<file path="src/rtl/fighter_action_ctrl_if.sv">
// -----------------------------------------------------------------------------
// fighter_action_ctrl_if
// Signal bundle between one fighter's action sequencer and the rest of the game.
//   keycode_0..3  [7:0]  current keyboard keycodes (up to four keys held)
//   GamePlaying          1 = round in progress
//   Airborne             1 = fighter is mid-jump
//   HitIn                opponent's live hitbox overlapped this fighter this frame
//   MoveEnable           1 = walk/crouch/jump keys may act
//   AttackActive         1 = this fighter's hitbox is live
//   AttackType    [1:0]  0 none, 1 punch, 2 kick
//   Knockback     [31:0] signed px/frame added to the fighter's X position
//   ActState      [2:0]  current sequencer state, for the sprite selector
// master: the game side (drives keys/status, reads the action outputs).
// slave : the sequencer itself.
// -----------------------------------------------------------------------------
interface fighter_action_ctrl_if;
    logic [7:0]         keycode_0;
    logic [7:0]         keycode_1;
    logic [7:0]         keycode_2;
    logic [7:0]         keycode_3;
    logic               GamePlaying;
    logic               Airborne;
    logic               HitIn;
    logic               MoveEnable;
    logic               AttackActive;
    logic [1:0]         AttackType;
    logic signed [31:0] Knockback;
    logic [2:0]         ActState;

    modport master (
        output keycode_0, keycode_1, keycode_2, keycode_3,
        output GamePlaying, Airborne, HitIn,
        input  MoveEnable, AttackActive, AttackType, Knockback, ActState
    );

    modport slave (
        input  keycode_0, keycode_1, keycode_2, keycode_3,
        input  GamePlaying, Airborne, HitIn,
        output MoveEnable, AttackActive, AttackType, Knockback, ActState
    );
endinterface

</file>
<file path="src/rtl/fighter_action_ctrl.sv">
// -----------------------------------------------------------------------------
// fighter_action_ctrl
// Per-fighter action sequencer. Decodes punch/kick key presses, runs each
// attack through startup/active/recovery phases counted in frames, and puts
// the fighter into hitstun (with knockback) when the opponent connects.
// Ports:
//   frame_clk  frame-rate clock (vsync); one edge per frame
//   Reset      asynchronous, active-high reset
//   fa         fighter_action_ctrl_if.slave (keys, status in; action outputs)
// -----------------------------------------------------------------------------
module fighter_action_ctrl #(
    parameter logic [7:0]  PUNCH_KEY      = 8'h11,
    parameter logic [7:0]  KICK_KEY       = 8'h10,
    parameter int unsigned PUNCH_STARTUP  = 3,
    parameter int unsigned PUNCH_ACTIVE   = 2,
    parameter int unsigned PUNCH_RECOVER  = 6,
    parameter int unsigned KICK_STARTUP   = 5,
    parameter int unsigned KICK_ACTIVE    = 3,
    parameter int unsigned KICK_RECOVER   = 10,
    parameter int unsigned HITSTUN_FRAMES = 12,
    parameter int          KNOCKBACK_PX   = 3
) (
    input logic                 frame_clk,
    input logic                 Reset,
    fighter_action_ctrl_if.slave fa
);

    typedef enum logic [2:0] {
        S_IDLE    = 3'd0,
        S_STARTUP = 3'd1,
        S_ACTIVE  = 3'd2,
        S_RECOVER = 3'd3,
        S_HITSTUN = 3'd4
    } act_state_e;

    typedef enum logic [1:0] {
        ATK_NONE  = 2'd0,
        ATK_PUNCH = 2'd1,
        ATK_KICK  = 2'd2
    } atk_type_e;

    // Phase counters are loaded with LEN-1 so that a phase spans exactly LEN
    // frames: LEN-1 decrementing edges plus the edge that sees zero and advances.
    localparam logic [7:0] PUNCH_STARTUP_M1 = 8'(PUNCH_STARTUP - 1);
    localparam logic [7:0] PUNCH_ACTIVE_M1  = 8'(PUNCH_ACTIVE - 1);
    localparam logic [7:0] PUNCH_RECOVER_M1 = 8'(PUNCH_RECOVER - 1);
    localparam logic [7:0] KICK_STARTUP_M1  = 8'(KICK_STARTUP - 1);
    localparam logic [7:0] KICK_ACTIVE_M1   = 8'(KICK_ACTIVE - 1);
    localparam logic [7:0] KICK_RECOVER_M1  = 8'(KICK_RECOVER - 1);
    localparam logic [7:0] HITSTUN_M1       = 8'(HITSTUN_FRAMES - 1);

    act_state_e state, state_nxt;
    atk_type_e  atk_type, atk_type_nxt;
    logic [7:0] phase_cnt, phase_cnt_nxt;
    logic       punch_prev, kick_prev;
    logic       punch_now, kick_now;
    logic       punch_edge, kick_edge;

    // A key counts as pressed if it appears in any of the four keycode slots.
    assign punch_now = (fa.keycode_0 == PUNCH_KEY) || (fa.keycode_1 == PUNCH_KEY) ||
                       (fa.keycode_2 == PUNCH_KEY) || (fa.keycode_3 == PUNCH_KEY);
    assign kick_now  = (fa.keycode_0 == KICK_KEY)  || (fa.keycode_1 == KICK_KEY)  ||
                       (fa.keycode_2 == KICK_KEY)  || (fa.keycode_3 == KICK_KEY);

    // Only a fresh press starts an attack; holding the key never repeats it.
    assign punch_edge = punch_now && !punch_prev;
    assign kick_edge  = kick_now  && !kick_prev;

    // State register. The previous-key flops sample every edge regardless of
    // state, so a press made while busy or airborne is consumed, not buffered.
    always_ff @(posedge frame_clk or posedge Reset) begin
        // NOTE: every flop here has a reset value and is written with
        // non-blocking assignments so all of them update from the same
        // pre-edge values.
        if (Reset) begin
            state      <= S_IDLE;
            phase_cnt  <= '0;
            atk_type   <= ATK_NONE;
            punch_prev <= 1'b0;
            kick_prev  <= 1'b0;
        end else begin
            state      <= state_nxt;
            phase_cnt  <= phase_cnt_nxt;
            atk_type   <= atk_type_nxt;
            punch_prev <= punch_now;
            kick_prev  <= kick_now;
        end
    end

    // Next-state logic. Priority: round stopped > being hit > new attack >
    // phase counting.
    always_comb begin
        // NOTE: defaults first so every path assigns every output and no
        // latch is inferred.
        state_nxt     = state;
        phase_cnt_nxt = phase_cnt;
        atk_type_nxt  = atk_type;

        if (!fa.GamePlaying) begin
            state_nxt     = S_IDLE;
            phase_cnt_nxt = '0;
            atk_type_nxt  = ATK_NONE;
        end else if (fa.HitIn) begin
            // Any hit, including a trade during ACTIVE or a re-hit in
            // HITSTUN, restarts the full hitstun.
            state_nxt     = S_HITSTUN;
            phase_cnt_nxt = HITSTUN_M1;
            atk_type_nxt  = ATK_NONE;
        end else begin
            unique case (state)
                S_IDLE: begin
                    if (!fa.Airborne && punch_edge) begin
                        state_nxt     = S_STARTUP;
                        phase_cnt_nxt = PUNCH_STARTUP_M1;
                        atk_type_nxt  = ATK_PUNCH;
                    end else if (!fa.Airborne && kick_edge) begin
                        state_nxt     = S_STARTUP;
                        phase_cnt_nxt = KICK_STARTUP_M1;
                        atk_type_nxt  = ATK_KICK;
                    end
                end
                S_STARTUP: begin
                    if (phase_cnt != 8'd0) begin
                        phase_cnt_nxt = phase_cnt - 8'd1;
                    end else begin
                        state_nxt     = S_ACTIVE;
                        phase_cnt_nxt = (atk_type == ATK_KICK) ? KICK_ACTIVE_M1 : PUNCH_ACTIVE_M1;
                    end
                end
                S_ACTIVE: begin
                    if (phase_cnt != 8'd0) begin
                        phase_cnt_nxt = phase_cnt - 8'd1;
                    end else begin
                        state_nxt     = S_RECOVER;
                        phase_cnt_nxt = (atk_type == ATK_KICK) ? KICK_RECOVER_M1 : PUNCH_RECOVER_M1;
                    end
                end
                S_RECOVER, S_HITSTUN: begin
                    if (phase_cnt != 8'd0) begin
                        phase_cnt_nxt = phase_cnt - 8'd1;
                    end else begin
                        state_nxt    = S_IDLE;
                        atk_type_nxt = ATK_NONE;
                    end
                end
                default: begin
                    state_nxt     = S_IDLE;
                    phase_cnt_nxt = '0;
                    atk_type_nxt  = ATK_NONE;
                end
            endcase
        end
    end

    // Moore output decode of the registered state.
    always_comb begin
        fa.MoveEnable   = (state == S_IDLE);
        fa.AttackActive = (state == S_ACTIVE);
        fa.AttackType   = atk_type;
        fa.Knockback    = (state == S_HITSTUN) ? 32'(KNOCKBACK_PX) : 32'sd0;
        fa.ActState     = state;
    end

endmodule

</file>
<file path="src/flat_wrapper.sv">
// flat-port wrapper written by rule: the top's interface ports become plain ports
module fighter_action_ctrl_flat 
#(
    parameter logic [7:0]  PUNCH_KEY      = 8'h11,
    parameter logic [7:0]  KICK_KEY       = 8'h10,
    parameter int unsigned PUNCH_STARTUP  = 3,
    parameter int unsigned PUNCH_ACTIVE   = 2,
    parameter int unsigned PUNCH_RECOVER  = 6,
    parameter int unsigned KICK_STARTUP   = 5,
    parameter int unsigned KICK_ACTIVE    = 3,
    parameter int unsigned KICK_RECOVER   = 10,
    parameter int unsigned HITSTUN_FRAMES = 12,
    parameter int          KNOCKBACK_PX   = 3
)
  (frame_clk, Reset, fa_keycode_0, fa_keycode_1, fa_keycode_2, fa_keycode_3, fa_GamePlaying, fa_Airborne, fa_HitIn, fa_MoveEnable, fa_AttackActive, fa_AttackType, fa_Knockback, fa_ActState);
  fighter_action_ctrl_if fa_i ();
  input logic frame_clk;
  input logic Reset;
  input wire logic [$bits(fa_i.keycode_0)-1:0] fa_keycode_0;
  input wire logic [$bits(fa_i.keycode_1)-1:0] fa_keycode_1;
  input wire logic [$bits(fa_i.keycode_2)-1:0] fa_keycode_2;
  input wire logic [$bits(fa_i.keycode_3)-1:0] fa_keycode_3;
  input wire logic [$bits(fa_i.GamePlaying)-1:0] fa_GamePlaying;
  input wire logic [$bits(fa_i.Airborne)-1:0] fa_Airborne;
  input wire logic [$bits(fa_i.HitIn)-1:0] fa_HitIn;
  output wire logic [$bits(fa_i.MoveEnable)-1:0] fa_MoveEnable;
  output wire logic [$bits(fa_i.AttackActive)-1:0] fa_AttackActive;
  output wire logic [$bits(fa_i.AttackType)-1:0] fa_AttackType;
  output wire logic [$bits(fa_i.Knockback)-1:0] fa_Knockback;
  output wire logic [$bits(fa_i.ActState)-1:0] fa_ActState;
  assign fa_i.keycode_0 = fa_keycode_0;
  assign fa_i.keycode_1 = fa_keycode_1;
  assign fa_i.keycode_2 = fa_keycode_2;
  assign fa_i.keycode_3 = fa_keycode_3;
  assign fa_i.GamePlaying = fa_GamePlaying;
  assign fa_i.Airborne = fa_Airborne;
  assign fa_i.HitIn = fa_HitIn;
  assign fa_MoveEnable = fa_i.MoveEnable;
  assign fa_AttackActive = fa_i.AttackActive;
  assign fa_AttackType = fa_i.AttackType;
  assign fa_Knockback = fa_i.Knockback;
  assign fa_ActState = fa_i.ActState;
  fighter_action_ctrl #(.PUNCH_KEY(PUNCH_KEY), .KICK_KEY(KICK_KEY), .PUNCH_STARTUP(PUNCH_STARTUP), .PUNCH_ACTIVE(PUNCH_ACTIVE), .PUNCH_RECOVER(PUNCH_RECOVER), .KICK_STARTUP(KICK_STARTUP), .KICK_ACTIVE(KICK_ACTIVE), .KICK_RECOVER(KICK_RECOVER), .HITSTUN_FRAMES(HITSTUN_FRAMES), .KNOCKBACK_PX(KNOCKBACK_PX)) u_core (.frame_clk(frame_clk), .Reset(Reset), .fa(fa_i));
endmodule
</file>
<file path="config.mk">
export PLATFORM = sky130hd
export DESIGN_NAME = fighter_action_ctrl_flat
export DESIGN_NICKNAME = d
export VERILOG_FILES = /design/src/rtl/fighter_action_ctrl_if.sv /design/src/rtl/fighter_action_ctrl.sv /design/src/flat_wrapper.sv
export SDC_FILE = /design/constraint.sdc
export NUM_CORES = 1
export LEC_CHECK = 0
export ABC_CLOCK_PERIOD_IN_PS = 2100
export BUFFER_PORTS_ARGS = -buffer_cell sky130_fd_sc_hd__buf_2
export CORE_MARGIN = 5
export CORE_UTILIZATION = 42
export DETAILED_ROUTE_END_ITERATION = 8
export PLACE_DENSITY = 0.77
export SETUP_SLACK_MARGIN = 0.4
export SYNTH_ARGS = -nofsm -noshare
export SYNTH_HDL_FRONTEND = slang
export SYNTH_SLANG_ARGS = --single-unit
</file>
<file path="constraint.sdc">
create_clock -name frame_clk -period 2.1 [get_ports frame_clk]
set_input_delay 0.42 -clock frame_clk [delete_from_list [all_inputs] [get_ports frame_clk]]
set_output_delay 0.42 -clock frame_clk [all_outputs]
set_load 0.02 [all_outputs]
</file>
==> summary by stage <==
Synthesis
Of all flip-flops after synthesis, the portion carrying an async set or reset was 100%. In this run, synthesis produced a sequential element count of 15. The most frequent cell after synthesis is buf_4. During synthesis, Yosys emitted a total of 0 warnings.

By count the netlist is led by buf_4 (31), dfrtp_1 (15), inv_1 (12). Each instance of the synthesized netlist takes up on average 8.69 sq um. Sorting the synthesized cells by area gives the leading types as dfrtp_1 (25%), buf_4 (15%), nor4b_4 (4.7%). The leading area contributor after synthesis is dfrtp_1. Counting distinct cell types in the post-synthesis netlist gives 51. The most used flip-flop cell after synthesis is dfrtp_1. The synthesized design devotes to its leading area cell type 24.5% of total area. Counting every instance in the synthesized netlist gives 176. The count of flip-flops with a built-in enable after synthesis is 0. The post-synthesis instance area is 1530 sq um. The sequential cell area fraction in the yosys report is 24.5%.

Placement
The routability-driven placement congestion ratio is 0.901. Buffers placed on the I/O ports in this run total 45. After legalization and detailed placement, the total HPWL measured 3280 um.

Global route
The total congestion overflow after global routing is 0. The initial antenna violation count was 0. The all-layer global routing usage is 18.9%. The wire length of the first global-routing pass is 7750 um.

The largest net degree at the start of global routing is 16. The number of global-route vias before repair is 1720.

Die
The number of placed I/O pins is 76. The area of the die is 4950 sq um. The die is 70.3 um wide. The die boundary height is 70.3 um. The initial core utilization is 42.4%. The core region is 3610 sq um. The row count is 22.

Finish
The antenna diode count is 0. The area growth from synthesis to layout is 55.1%. The final-stage net count is 301.

The share of post-route cells with drive strength above 1 is 55.6%. The layout filler cell count is 267.

Detailed routing
The total wirelength of the detailed-routed design is 5330 um. The number of detailed-route iterations in the first pass is 6. The DRC marker count from the first detailed-route iteration is 194. The average vias per placed instance is 5.78. After detailed routing, the average wire length per cell comes to 17.3 um.

The detailed router placed 1787 vias in this run. The count of nets left with antenna violations once routing finished came out at 0. The number of DRC violations after detailed routing is 0.

CTS
The buffer type at the clock tree root is clkbuf_8. The number of sinks on the clock net is 15. Hold repair after CTS inserted 0 buffers.

Counting the buffers created by CTS gives 3. TritonCTS built the clock tree. CTS built an H-tree with a depth of 1.

After clock tree synthesis, the clock-pin slew on the worst setup and hold paths is 70 ps. The number of buffers between clock root and the deepest sink is 2. The later pin in the worst-skew pair is clocked with a latency of 250 ps.

Critical path
The slowest stage of the critical path is the o311a_4 cell. STA puts the critical path data required time at 2240 ps. Together, buffers and inverters on the worst path number 1. The worst setup path is of the flip-flop to flip-flop kind. The top fanout value on the critical path is 4. The worst setup path is captured at a flip-flop. The data arrival time at the worst-slack endpoint is 2100 ps. The startpoint type of the worst setup path is a flip-flop.

The delay contributed by the slowest stage of the critical path is 440 ps. The kind of cell with the highest combined delay along the critical path is compound AO/OA/AOI/OAI gates. The critical path goes through inv_2 > ha_4 > nor3b_4 > a31oi_4 > o311a_4 > a32oi_2 > o21ai_1.

Run
The number of max-cap violations is 0.

Timing
The final hold slack is 238 ps. After layout, the minimum clock period comes to 1970 ps. The worst-case headroom to the max-slew limit is 58.0%. The number of max-slew violations in the final report is 0. The hold violation count in the final report is 0. The worst-margin pin slew is 629 ps. Setup repair after global routing could not meet its margin everywhere. The final-report setup violation count is 0.

The achievable frequency is 509 MHz. The final critical-path share of the clock period is 93.6%. The worst clock skew is 3.32 ps. For the final routed database, the setup TNS stands at 0 ps.

Outcome
The run finished with clean final reports.

Power
The maximum vdd drop is 367 uV. The static leakage is 0.00114 uW. The cell area power density is 830 nW/um^2.

Min path
In this run the worst hold path is classified as input pin to async pin.
## layout by cell type (no fill, tap or decap), types with 3 or more instances in the layout
cell | Yosys | final
o211ai_1 | 4 | 4
nor2_1 | 8 | 6
a31oi_1 | 7 | 5
buf_12 | 0 | 3
inv_1 | 12 | 9
nand2_1 | 9 | 9
buf_6 | 0 | 8
and3_1 | 4 | 4
dfrtp_1 | 15 | 8
buf_2 | 1 | 41
o21ai_1 | 3 | 3
and3b_1 | 3 | 3
nor3_4 | 0 | 3
nor4b_4 | 3 | 3
dfrtp_2 | 0 | 7
conb_1 | 1 | 30
buf_4 | 31 | 35
nor3_1 | 8 | 5
a21oi_1 | 6 | 5
clkbuf_8 | 0 | 3
or3b_4 | 0 | 3
o31ai_1 | 4 | 3
## sequential cells by signal (all words and copies together), names as in the netlist
signal / flops
u_core.kick_prev: 1
u_core.punch_prev: 1
u_core.fa.ActState: 3
u_core.fa.AttackType: 2
u_core.phase_cnt: 8
## metal layers
metal / wire length, um / vias to the layer above / share of wire [%] / global-route usage (%)
li1: - / 770 / - / -
met1: 1820 / 848 / 34 / 20.9
met2: 2700 / 129 / 51 / 33.8
met3: 506 / 40 / 9.5 / 4.17
met4: 307 / 0 / 5.8 / 8.94
met5: 0 / - / 0 / 0
## power by group
group	internal [uW]	leakage [uW]	switching (uW)
registers	346	0.000191	87.4
logic	636	0.000924	654
clock network	132	0.0000255	112
total	1110	0.00114	854
## final timing paths
kind / depth (start not counted) / start / slack (ps) / end
max: 7 / u_core.phase_cnt[1]$_DFFE_PP0P_ / 130 / u_core.phase_cnt[7]$_DFFE_PP0P_
min: 2 / Reset / 240 / u_core.phase_cnt[7]$_DFFE_PP0P_
max reg2reg: 7 / u_core.phase_cnt[1]$_DFFE_PP0P_ / 130 / u_core.phase_cnt[7]$_DFFE_PP0P_
min reg2reg: 1 / u_core.fa.ActState[2]$_DFFE_PP0P_ / 540 / u_core.fa.ActState[1]$_DFFE_PP0P_
max in group asynchronous: 2 / Reset / 1420 / u_core.phase_cnt[3]$_DFFE_PP0P_
min in group frame_clk: 2 / fa_GamePlaying / 460 / u_core.fa.ActState[2]$_DFFE_PP0P_
## cell type report
class                           count  area [sq um]  share of cell area (%)
Inverter                           12          47.5                    2.01
Multi-Input combinational cell    142          1200                    50.6
Timing Repair Buffer               88           633                    26.7
Clock inverter                      1          5.00                   0.211
Clock buffer                        3          41.3                    1.74
Sequential cell                    15           384                    16.2
Tap cell                           48          60.1                    2.53
## cells by family (layout without fill, tap and decap cells)
| group | Yosys count | after routing | share of synthesized area, % |
|---|---|---|---|
| muxes | 3 | 3 | 2.62 |
| and+or+nand+nor | 59 | 59 | 27.8 |
| other | 1 | 30 | 0.245 |
| adders and majority gates | 2 | 2 | 1.64 |
| buffers and inverters | 48 | 104 | 19.5 |
| DFF | 15 | 15 | 24.5 |
| xor gates and xnor gates | 3 | 3 | 1.72 |
| AOI/OAI and AO/OA | 45 | 45 | 21.9 |
## worst reg2reg max path, delay by kind of cell (launching register included)
| kind | cells | cell delay [ps] |
|---|---|---|
| and+or+nand+nor | 1 | 330 |
| buffers and inverters | 1 | 90 |
| AOI/OAI and AO/OA | 4 | 920 |
| adders and majority gates | 1 | 130 |
| DFF | 1 | 390 |
## through the flow
stage | area [sq um] | worst slack [ps] | std cells | utilization, % | power (uW)
finish | 2370 | 134 | 309 | 65.8 | 1970
global route | 2370 | 21.9 | 309 | 65.8 | 2050
CTS | 2220 | 238 | 299 | 61.7 | 1690
global placement | 1840 | 39.7 | 273 | 50.9 | 1120
detailed placement | 1840 | 19.1 | 273 | 50.9 | 1140
floorplan | 1750 | 128 | 205 | - | 1030
## what timing repair did
| item | 4_1_cts | 5_1_grt |
|---|---|---|
| setup buffers | 22 | 10 |
| setup endpoints to repair | 15 | 17 |
| pin swaps | 21 | 14 |
| gates cloned | 0 | 0 |
| resized for setup | 34 | 13 |
Power figures use the tool's default switching activity.
